$ cat config.mk
export PLATFORM = sky130hd
export DESIGN_NAME = euler_integrator
export DESIGN_NICKNAME = d
export VERILOG_FILES = /design/src/rtl/euler_integrator.sv
export SDC_FILE = /design/constraint.sdc
export NUM_CORES = 1
export LEC_CHECK = 0
export ABC_AREA = 1
export ABC_CLOCK_PERIOD_IN_PS = 1400
export CAP_MARGIN = 20
export CORE_UTILIZATION = 43
export DETAILED_ROUTE_END_ITERATION = 8
export PLACE_DENSITY = 0.74
export SYNTH_ARGS = -nofsm -noshare
export SYNTH_HDL_FRONTEND = slang
export SYNTH_SLANG_ARGS = --single-unit
$ cat constraint.sdc
create_clock -name clk -period 1.4 [get_ports clk]
set_input_delay 0.14 -clock clk [delete_from_list [all_inputs] [get_ports clk]]
set_output_delay 0.14 -clock clk [all_outputs]
set_load 0.05 [all_outputs]
$ cat src/rtl/euler_integrator.sv
// rtl/euler_integrator.sv - semi-implicit Euler step sequencer driving a combinational Q16.16 ALU
module euler_integrator #(
  parameter int N      = 32,
  parameter int STEP_W = 8
) (
  input  logic              clk,
  input  logic              rst,
  input  logic              start,
  input  logic [N-1:0]      pos_in,
  input  logic [N-1:0]      vel_in,
  input  logic [N-1:0]      acc_in,
  input  logic [N-1:0]      dt_in,
  input  logic [STEP_W-1:0] steps,
  output logic              ready,
  output logic              done,
  output logic [N-1:0]      pos_out,
  output logic [N-1:0]      vel_out,
  output logic [N-1:0]      alu_a,
  output logic [N-1:0]      alu_b,
  output logic [1:0]        alu_op,
  input  logic [N-1:0]      alu_result
);

  localparam logic [1:0] OP_ADD = 2'b00;
  localparam logic [1:0] OP_MUL = 2'b10;

  typedef enum logic [2:0] {
    IDLE   = 3'd0,
    MUL_AV = 3'd1,
    ADD_V  = 3'd2,
    MUL_VP = 3'd3,
    ADD_P  = 3'd4,
    DONE   = 3'd5
  } state_t;

  state_t            state_q, state_d;
  logic [N-1:0]      pos_q, pos_d;
  logic [N-1:0]      vel_q, vel_d;
  logic [N-1:0]      acc_q, acc_d;
  logic [N-1:0]      dt_q, dt_d;
  logic [N-1:0]      tmp_q, tmp_d;
  logic [STEP_W-1:0] cnt_q, cnt_d;
  logic [N-1:0]      pos_out_q, pos_out_d;
  logic [N-1:0]      vel_out_q, vel_out_d;

  always_ff @(posedge clk) begin
    if (rst) begin
      state_q   <= IDLE;
      pos_q     <= '0;
      vel_q     <= '0;
      acc_q     <= '0;
      dt_q      <= '0;
      tmp_q     <= '0;
      cnt_q     <= '0;
      pos_out_q <= '0;
      vel_out_q <= '0;
    end else begin
      state_q   <= state_d;
      pos_q     <= pos_d;
      vel_q     <= vel_d;
      acc_q     <= acc_d;
      dt_q      <= dt_d;
      tmp_q     <= tmp_d;
      cnt_q     <= cnt_d;
      pos_out_q <= pos_out_d;
      vel_out_q <= vel_out_d;
    end
  end

  always_comb begin
    state_d   = state_q;
    pos_d     = pos_q;
    vel_d     = vel_q;
    acc_d     = acc_q;
    dt_d      = dt_q;
    tmp_d     = tmp_q;
    cnt_d     = cnt_q;
    pos_out_d = pos_out_q;
    vel_out_d = vel_out_q;
    alu_a     = '0;
    alu_b     = '0;
    alu_op    = OP_ADD;
    ready     = 1'b0;
    done      = 1'b0;

    case (state_q)
      IDLE: begin
        ready = 1'b1;
        if (start) begin
          pos_d   = pos_in;
          vel_d   = vel_in;
          acc_d   = acc_in;
          dt_d    = dt_in;
          cnt_d   = steps;
          state_d = (steps != '0) ? MUL_AV : DONE;
        end
      end
      MUL_AV: begin
        alu_op  = OP_MUL;
        alu_a   = acc_q;
        alu_b   = dt_q;
        tmp_d   = alu_result;
        state_d = ADD_V;
      end
      ADD_V: begin
        alu_a   = vel_q;
        alu_b   = tmp_q;
        vel_d   = alu_result;
        state_d = MUL_VP;
      end
      // Position uses the velocity just updated in ADD_V (semi-implicit form).
      MUL_VP: begin
        alu_op  = OP_MUL;
        alu_a   = vel_q;
        alu_b   = dt_q;
        tmp_d   = alu_result;
        state_d = ADD_P;
      end
      ADD_P: begin
        alu_a   = pos_q;
        alu_b   = tmp_q;
        pos_d   = alu_result;
        cnt_d   = cnt_q - STEP_W'(1);
        state_d = (cnt_q != STEP_W'(1)) ? MUL_AV : DONE;
      end
      DONE: begin
        done      = 1'b1;
        pos_out_d = pos_q;
        vel_out_d = vel_q;
        state_d   = IDLE;
      end
      default: state_d = IDLE;
    endcase
  end

  assign pos_out = pos_out_q;
  assign vel_out = vel_out_q;

endmodule

==> flow_summary.toml, run 1 <==
[job]
max_cap_viol_count = 0

[power]
pwr-share-clk_pct = 27.2
switchingPower_uw = 8400
power.leakage_uw = 0.00781
max-vdd-ir-drop_mv = 0.815
power_density_nw_per_um2 = 1310
seq_power_share_pct = 33.5
swShare_pct = 34.9
pwr-share-comb_pct = 39.3
internal-power_uw = 15700

[clocking]
cts.reportedPaths.clkPinSlew_ns = 0.06
clkLatencyLatePin_ns = 0.53
cts.path.max_buffers = 3
cts_hold_buf = 0
cts_root_buffer = "clkbuf_16"
numClockSinks = 235
tritoncts = "built"
htreeDepth = 1
numCtsBuffers = 25

[floorplanning]
core_um2 = 22700
dieHeight_um = 154
die_area_um2 = 23800
num_rows = 55
pin_count = 303
initial_core_util_pct = 44.0
die_x_um = 154

[sta]
max_slew_margin_pct = 62.9
report.final.slew_viol_count = 0
rsz0062_at_grt = "yes"
hold_viol = 0
fmaxAchievable_mhz = 479
setup_viol = 270
period_needed_ns = 2.09
skew_ns = 0.00771
hold_ws_ns = 0.0772
setup_slack_ns = -0.688
fin_crit_sh_pct = 149
tightest_slew_ns = 0.557

[outcome]
failed_checks = "negative setup slack"
status = "finished with violations"

[worst_setup_path]
critical_path_buf_inv_count = 4
slowest_delay_ns = 0.35
crit_slowest_cell = "dfxtp_2"
crit_chain = "inv_2, nand2_4, nor2_4, buf_12, clkbuf_16, a22oi_2, o21ai_4, buf_12"
crit_top_cell = "buf_12"
end_kind = "output port"
critPathArrivalTime_ns = 1.95
path_delay_family = "buffers and inverters"
crit_required_ns = 1.26
critPathKind = "register to output port"
worstSetupStartpointType = "register"
cp_max_fo = 6

[finish]
area_growth_syn_to_layout_pct = 84.0
final_nets = 1932
final_cell_mix = "dfxtp_1, clkdlybuf4s50_1, nor2_1"
final_area_um2 = 18400
drive_gt1_share_pct = 36.1
final_common_cell = "dfxtp_1"

[yosys]
synth.cell_area_um2 = 9990
synth_top_cell_by_area = "dfxtp_1"
synthDistinctLibCells = 31
synthCells = 1380
syn_nets = 1553
ys_warn_count = 0
avgSynthCellArea_um2 = 7.24
synth_seq_cells = 235
yosys-top-cells-area = "dfxtp_1, o21ai_0, nand2_1"
synth_top_cell_area_share_pct = 47.1
yosysSeqAreaShare_pct = 47.1

[placed_design]
finalWeightedCongestion = 0.916
placed_cell_area_um2 = 14800
hpwl_mm = 24.6
io_buffer_count = 301

[route]
vias_per_cell = 5.81
drtPass1Iterations = 8
first_iter_violations = 1070
ant_nets = 0
finalWirelength_mm = 46.4
drc_errors = 0
routedWlPerCell_um = 22.5
routed-via-count = 12000

[worst_hold_path]
hold_class = "primary input to register"

[grt]
grt_pass1_wl_mm = 63.3
grt-ovfl-total = 0
grt_pass1_vias = 11200
grt_max_degree = 59
grt_usage_pct = 34.2
antenna_found_initial = 4
[sequential cells by signal, summed over array words and instances, names as in the netlist]
register,flops
acc_q,32
cnt_q,8
dt_q,32
pos_out,32
pos_q,32
state_q,3
tmp_q,32
vel_out,32
vel_q,32
[cell families after synthesis]
| logic type | Yosys count | synth area share [%] |
|---|---|---|
| AO/OA/AOI/OAI | 461 | 24.4 |
| AND/OR/NAND/NOR | 420 | 17.1 |
| buffers and inverters | 261 | 11.1 |
| flip-flops | 235 | 47.1 |
| adder cells (fa/ha/maj) | 2 | 0.250 |
| other | 1 | 0.0375 |
[worst paths after layout]
kind | to | slack (ns) | start | cells after the start
setup / recovery | alu_a[27] | -0.69 | state_q[0] | 8
hold / removal | acc_q[25] | 0.08 | rst | 4
setup reg to reg | pos_q[5] | -0.48 | state_q[0] | 13
hold reg to reg | dt_q[22] | 0.47 | dt_q[22] | 2
[worst register-to-register path, cell delays in order, from the launching register on]
cell	delay [ns]
dfxtp_2	0.33
inv_2	0.11
nand2_4	0.08
nor2_4	0.15
buf_12	0.18
buf_16	0.15
buf_6	0.11
nor2_4	0.05
buf_6	0.14
buf_12	0.14
nand2_1	0.06
inv_1	0.04
o21ai_1	0.16
inv_1	0.06
[synth_stat cells]
| cell type | number |
|---|---|
| o21ai_0 | 291 |
| dfxtp_1 | 235 |
| nand2_1 | 187 |
| nor2_1 | 165 |
| inv_1 | 149 |
| a21oi_1 | 91 |
| nand3_1 | 54 |
| clkbuf_1 | 53 |
| a22oi_1 | 34 |
| a31oi_1 | 33 |
| buf_2 | 31 |
| buf_4 | 13 |
| o21ai_1 | 10 |
| inv_2 | 8 |
| buf_6 | 5 |
| nand2_2 | 3 |
| ha_1 | 2 |
| nor2_2 | 2 |
| nor2_4 | 2 |
| a211oi_1 | 1 |
| buf_1 | 1 |
| clkbuf_2 | 1 |
| conb_1 | 1 |
| nand3_2 | 1 |
| nand3b_1 | 1 |
| nand4_1 | 1 |
| nor2_8 | 1 |
| nor3_1 | 1 |
| nor3_2 | 1 |
| o211ai_1 | 1 |
| or2_2 | 1 |
[area by class of cell]
type,instances,area (um2)
Antenna cell,2,5.00
Fill cell,1308,4330
Clock inverter,3,65.1
Sequential cell,235,4710
Tap cell,285,357
Multi-Input combinational cell,884,5770
Clock buffer,39,718
Timing Repair Buffer,456,6130
Inverter,157,619
[layer usage]
layer	track usage (%)	part of all wire (%)	up-vias
met1	42.5	37	5626
met2	55.7	46	816
met5	0	0	-
li1	-	-	5309
met3	7.06	10	232
met4	18.8	6.9	0
[power by group through the flow]
stage / Clock [uW] / Sequential (uW) / Combinational (uW)
after CTS: 6550 / 7970 / 8370
final: 6550 / 8070 / 9440
after global placement: 0 / 8000 / 6390
after floorplan: 0 / 7950 / 3710
after detailed placement: 0 / 8010 / 6480
after global routing: 6840 / 8120 / 9820
[metrics by stage]
step	TNS [ns]	cells	total power (uW)	utilization [%]	setup slack [ns]
final	-89.00	2061	24100	80.9	-0.688
after global routing	-97.52	2061	24800	80.9	-0.688
after CTS	-75.93	2033	22900	76.5	-0.656
after detailed placement	-23.34	1930	14500	65.0	-0.242
after global placement	-17.66	1930	14400	65.0	-0.209
after floorplan	-4.18	1380	11700	-	-0.0849
[repair_timing]
item	4_1_cts	5_1_grt
setup endpoints to repair	277	282
setup buffers	39	19
resized for setup	291	194
pin swaps	66	62
gates cloned	27	15
hold endpoints to repair	0	0
Power figures use the tool's default switching activity.
==> run 2: changes to the inputs <==
--- a/config.mk
+++ b/config.mk
@@ -8,9 +8,11 @@
 export ABC_AREA = 1
 export ABC_CLOCK_PERIOD_IN_PS = 1400
 export CAP_MARGIN = 20
-export CORE_UTILIZATION = 43
+export CORE_MARGIN = 3
+export CORE_UTILIZATION = 44
+export CTS_BUF_LIST = sky130_fd_sc_hd__clkbuf_8
 export DETAILED_ROUTE_END_ITERATION = 8
-export PLACE_DENSITY = 0.74
+export PLACE_DENSITY = 0.76
 export SYNTH_ARGS = -nofsm -noshare
 export SYNTH_HDL_FRONTEND = slang
 export SYNTH_SLANG_ARGS = --single-unit
==> run 2 against run 1 <==
Net effect:
- hold slack gained 0.12 ns
- the flow still finishes with violations (negative setup slack)
- non-clock buffer count down 29
- combinational power decreased by 13%
- largest cell class is now multi-input combinational cells
- utilization about the same
- first-iteration DRC count is 11% higher
- sequential power about the same
- flip-flop and latch count did not move
==> flow_summary.toml, run 2 (synthesis gave the netlist of run 1 again) <==
[clocking]
htreeDepth = 2
cts_root_buffer = "clkbuf_8"
clkLatencyLatePin_ns = 0.54
numClockSinks = 235
cts.reportedPaths.clkPinSlew_ns = 0.07
numCtsBuffers = 41
tritoncts = "built"
cts.path.max_buffers = 3

[route]
finalWirelength_mm = 44.6
first_iter_violations = 1184
routedWlPerCell_um = 21.6
drc_errors = 0
vias_per_cell = 5.77
drtPass1Iterations = 8
routed-via-count = 11900
ant_nets = 0

[worst_setup_path]
critPathArrivalTime_ns = 1.98
end_kind = "output port"
cp_max_fo = 14
worstSetupStartpointType = "register"
rrSetupSlack_ns = -0.27
crit_required_ns = 1.26
critPathKind = "register to output port"

[power]
internal-power_uw = 14700
power_density_nw_per_um2 = 1280
seq_power_share_pct = 35.3
switchingPower_uw = 8120
pwr-share-comb_pct = 35.9
max-vdd-ir-drop_mv = 0.950
swShare_pct = 35.5
power.leakage_uw = 0.00758
pwr-share-clk_pct = 28.8

[sta]
tightest_slew_ns = 0.566
hold_viol = 0
fin_crit_sh_pct = 151
period_needed_ns = 2.12
max_slew_margin_pct = 62.3
skew_ns = 0.0275
rsz0062_at_grt = "yes"
report.final.slew_viol_count = 0
setup_viol = 269
tns_ns = -71.67
fmaxAchievable_mhz = 472
setup_slack_ns = -0.717

[floorplanning]
initial_core_util_pct = 45.2
die_x_um = 157
pin_count = 303
dieHeight_um = 157
die_area_um2 = 24500
core_um2 = 22100
num_rows = 54

[placed_design]
finalWeightedCongestion = 0.923
dp_slack_ns = -0.223
dp_cells = 1927
hpwl_mm = 25.2
io_buffer_count = 301

[grt]
grt_pass1_vias = 10400
antenna_found_initial = 2
grt_usage_pct = 29.2
grt_max_degree = 92
grt-ovfl-total = 0
grt_pass1_wl_mm = 57.3

[finish]
final_common_cell = "dfxtp_1"
area_growth_syn_to_layout_pct = 78.9
fin_util_pct = 80.9
final_cell_mix = "dfxtp_1, nand2_1, clkdlybuf4s50_1"
final_nets = 1920
drive_gt1_share_pct = 33.3
stdcell_count = 2059

[job]
max_cap_viol_count = 0

[worst_hold_path]
hold_class = "primary input to register"

[outcome]
failed_checks = "negative setup slack"
status = "finished with violations"
==> run 2: final cells by class <==
class | count | area, um2
Timing Repair Buffer | 427 | 5650
Inverter | 157 | 622
Clock inverter | 19 | 108
Antenna cell | 2 | 5.00
Clock buffer | 54 | 743
Fill cell | 1278 | 4220
Multi-Input combinational cell | 884 | 5660
Timing Repair inverter | 1 | 16.3
Sequential cell | 235 | 4710
Tap cell | 280 | 350
==> run 2: power groups by stage <==
stage / Combinational (uW) / Sequential (uW) / Clock [uW]
floorplan: 3710 / 7950 / 0
finish: 8200 / 8070 / 6580
CTS: 7050 / 7920 / 6550
global route: 8600 / 8120 / 6900
global placement: 6420 / 7990 / 0
detailed placement: 6490 / 8020 / 0
==> run 2: worst max-delay path, cell delays in order (launching register included) <==
cell	delay [ns]
dfxtp_2	0.35
inv_4	0.06
nand2_4	0.07
inv_4	0.04
nand2_4	0.08
nand2_8	0.10
buf_12	0.18
a22oi_1	0.24
o21ai_2	0.13
buf_12	0.17
==> run 2: final timing paths <==
kind              cells past startpoint       start        end
setup / recovery                      9  state_q[2]  alu_a[23]
hold / removal                        3  vel_in[31]  vel_q[31]
setup reg to reg                     10  state_q[0]  pos_q[16]
hold reg to reg                       2    dt_q[10]   dt_q[10]
==> run 2: per-stage QoR <==
| stage | hold slack [ns] | instance area, um2 | total power [uW] |
|---|---|---|---|
| 6_report | 0.196 | 17900 | 22800 |
| 5_1_grt | 0.196 | 17900 | 23600 |
| 4_1_cts | 0.183 | 16200 | 21500 |
| 3_5_place_dp | 0.467 | 14800 | 14500 |
| 3_3_place_gp | 0.458 | 14800 | 14400 |
| 2_1_floorplan | 0.267 | 10600 | 11700 |
==> run 2: timing repair <==
item | CTS | global route
hold buffers | 1 | 0
setup endpoints to repair | 259 | 294
gates resized for setup | 112 | 307
pin swaps | 6 | 37
hold endpoints to repair | 9 | 0
cloned | 6 | 28
setup buffers | 12 | 15
==> run 2: metal layers <==
metal | share of wire (%) | global-route usage (%)
met2 | 46 | 45.8
met5 | 0.029 | 0
met3 | 11 | 6.58
met1 | 38 | 39.6
met4 | 5.5 | 10.8
==> run 3: changes to the inputs <==
--- a/config.mk
+++ b/config.mk
@@ -6,7 +6,7 @@
 export NUM_CORES = 1
 export LEC_CHECK = 0
 export ABC_AREA = 1
-export ABC_CLOCK_PERIOD_IN_PS = 1400
+export ABC_CLOCK_PERIOD_IN_PS = 1780
 export CAP_MARGIN = 20
 export CORE_MARGIN = 3
 export CORE_UTILIZATION = 44
==> constraint.sdc (replaced) <==
create_clock -name clk -period 1.78 [get_ports clk]
set_input_delay 0.178 -clock clk [delete_from_list [all_inputs] [get_ports clk]]
set_output_delay 0.178 -clock clk [all_outputs]
set_load 0.05 [all_outputs]
==> run 3 against run 2 <==
Net effect:
- the run still ends with negative setup slack left
- setup slack gained 0.30 ns
- first-iteration DRC count decreased by 34%
- combinational power is 31% lower
- critical endpoint is now alu_a[28]
- non-clock buffer count is 21 lower
- count of clock-buffer cells in the layout fell by 3
- cell area down 8.1%
- clock power shrank 24%
- via count fell by 6.8%
- flip-flop and latch count unchanged
- sequential share of layout area increased by 2.3 points
- cell count fell by 1.2%
==> flow_summary.toml, run 3 (synthesis gave the netlist of run 1 again) <==
[sta]
fin_crit_sh_pct = 124
setup_viol = 67
max_slew_margin_pct = 62.9
setup_slack_ns = -0.420
rsz0062_at_grt = "yes"
tightest_slew_ns = 0.559
skew_ns = 0.0372
fmaxAchievable_mhz = 455
hold_ws_ns = 0.0519
hold_viol = 0
tns_ns = -20.38
report.final.slew_viol_count = 0
period_needed_ns = 2.20

[worst_setup_path]
critical_path_buf_inv_count = 5
critPathKind = "register to output port"
worstSetupStartpointType = "register"
crit_slowest_cell = "dfxtp_4"
end_kind = "output port"
crit_top_cell = "buf_12"
cp_max_fo = 6
critPathArrivalTime_ns = 2.02
crit_chain = "inv_4, nand2_4, nor2_4, buf_12, buf_8, buf_6, a22oi_2, o21ai_2, buf_12"
path_delay_family = "buffers and inverters"
slowest_delay_ns = 0.37
crit_required_ns = 1.60

[job]
max_cap_viol_count = 0

[power]
power.leakage_uw = 0.00729
pwr-share-clk_pct = 29.4
seq_power_share_pct = 37.3
max-vdd-ir-drop_mv = 0.930
switchingPower_uw = 5870
internal-power_uw = 11100
pwr-share-comb_pct = 33.4
power_density_nw_per_um2 = 1030
swShare_pct = 34.6

[grt]
grt-ovfl-total = 0
met1_usage_pct = 39.4
grt_usage_pct = 30.4
grt_most_used_layer = "met2"
grt_util_met3_pct = 7.96
grt_pass1_vias = 10600
grt_max_degree = 81
gr-usage-met2_pct = 48.5
grt_pass1_wl_mm = 58.8
antenna_found_initial = 1

[clocking]
clkLatencyLatePin_ns = 0.56
tritoncts = "built"
cts_root_buffer = "clkbuf_8"
cts.reportedPaths.clkPinSlew_ns = 0.06
cts.path.max_buffers = 3
numCtsBuffers = 42
numClockSinks = 235
htreeDepth = 2

[placed_design]
hpwl_mm = 25.7
io_buffer_count = 301
dp_slack_ns = -0.133
finalWeightedCongestion = 0.927

[floorplanning]
num_rows = 54
core_um2 = 22100
die_area_um2 = 24500
die_x_um = 157
pin_count = 303
dieHeight_um = 157
initial_core_util_pct = 45.2

[route]
first_iter_violations = 781
routedWlPerCell_um = 19.4
vias_per_cell = 5.44
drc_errors = 0
drtPass1Iterations = 6
routed-via-count = 11100
finalWirelength_mm = 39.5
ant_nets = 0

[finish]
drive_gt1_share_pct = 22.5
final_nets = 1900
final_common_cell = "dfxtp_1"
area_growth_syn_to_layout_pct = 64.5
final_cell_mix = "dfxtp_1, o21ai_0, nand2_1"

[outcome]
failed_checks = "negative setup slack"
status = "finished with violations"

[worst_hold_path]
hold_class = "primary input to register"
==> run 3: changes by cell type in the layout (fill, tap and decap cells not counted), sizes merged <==
cell,delta
dlygate4sd3,-1
diode,-1
clkbuf,-20
inv,+2
nor2,+1
clkinv,-3
buf,-51
dlygate4sd2,+48
clkinvlp,+1
==> run 3: what timing repair did <==
action,CTS,global route
buffers inserted,26,19
resized for setup,223,58
hold buffers,0,0
gates cloned,10,4
pin swaps,28,28
endpoints found under the setup margin,130,110
==> run 3: power groups by stage <==
stage / clock, uW / sequential, uW / combinational (uW)
after floorplan: 0 / 6240 / 2600
after global placement: 0 / 6290 / 4570
after detailed placement: 0 / 6300 / 4640
after CTS: 5040 / 6260 / 5320
after global routing: 5280 / 6360 / 6010
final: 4970 / 6310 / 5650
==> run 3: metal layers <==
layer  wire, um  vias up
met5          0        -
met4       1470        0
met3       4080       89
met2      18400      588
met1      15600     5165
li1           -     5237
==> run 3: final cells by class <==
cell class / count / area [um2]
inverter: 157 / 624
antenna: 1 / 2.50
timing repair buffer: 406 / 4970
clock inverter: 20 / 118
clock buffer: 51 / 702
multi-input combinational: 885 / 4950
tap: 280 / 350
fill: 1631 / 5670
sequential: 235 / 4710
==> run 3: stage by stage <==
step	power (uW)	cell area [um2]	instances	util, %
after floorplan	8840	10100	1380	-
after global placement	10900	14200	1910	64.2
after detailed placement	10900	14200	1910	64.2
after CTS	16600	16000	2015	72.6
after global routing	17700	16400	2034	74.3
final	16900	16400	2035	74.4
==> run 3: worst paths after layout <==
| kind | depth (start not counted) | to | slack [ns] | start |
|---|---|---|---|---|
| max | 9 | alu_a[28] | -0.42 | state_q[1] |
| min | 4 | pos_q[17] | 0.05 | rst |
| max reg2reg | 12 | pos_q[10] | 0.02 | state_q[0] |
| min reg2reg | 2 | dt_q[30] | 0.45 | dt_q[30] |
==> run 3: tightest hold or removal path, cell delays in order <==
cell and delay, ns:
buf_2 0.13, inv_4 0.12, nand2_1 0.09, inv_1 0.03
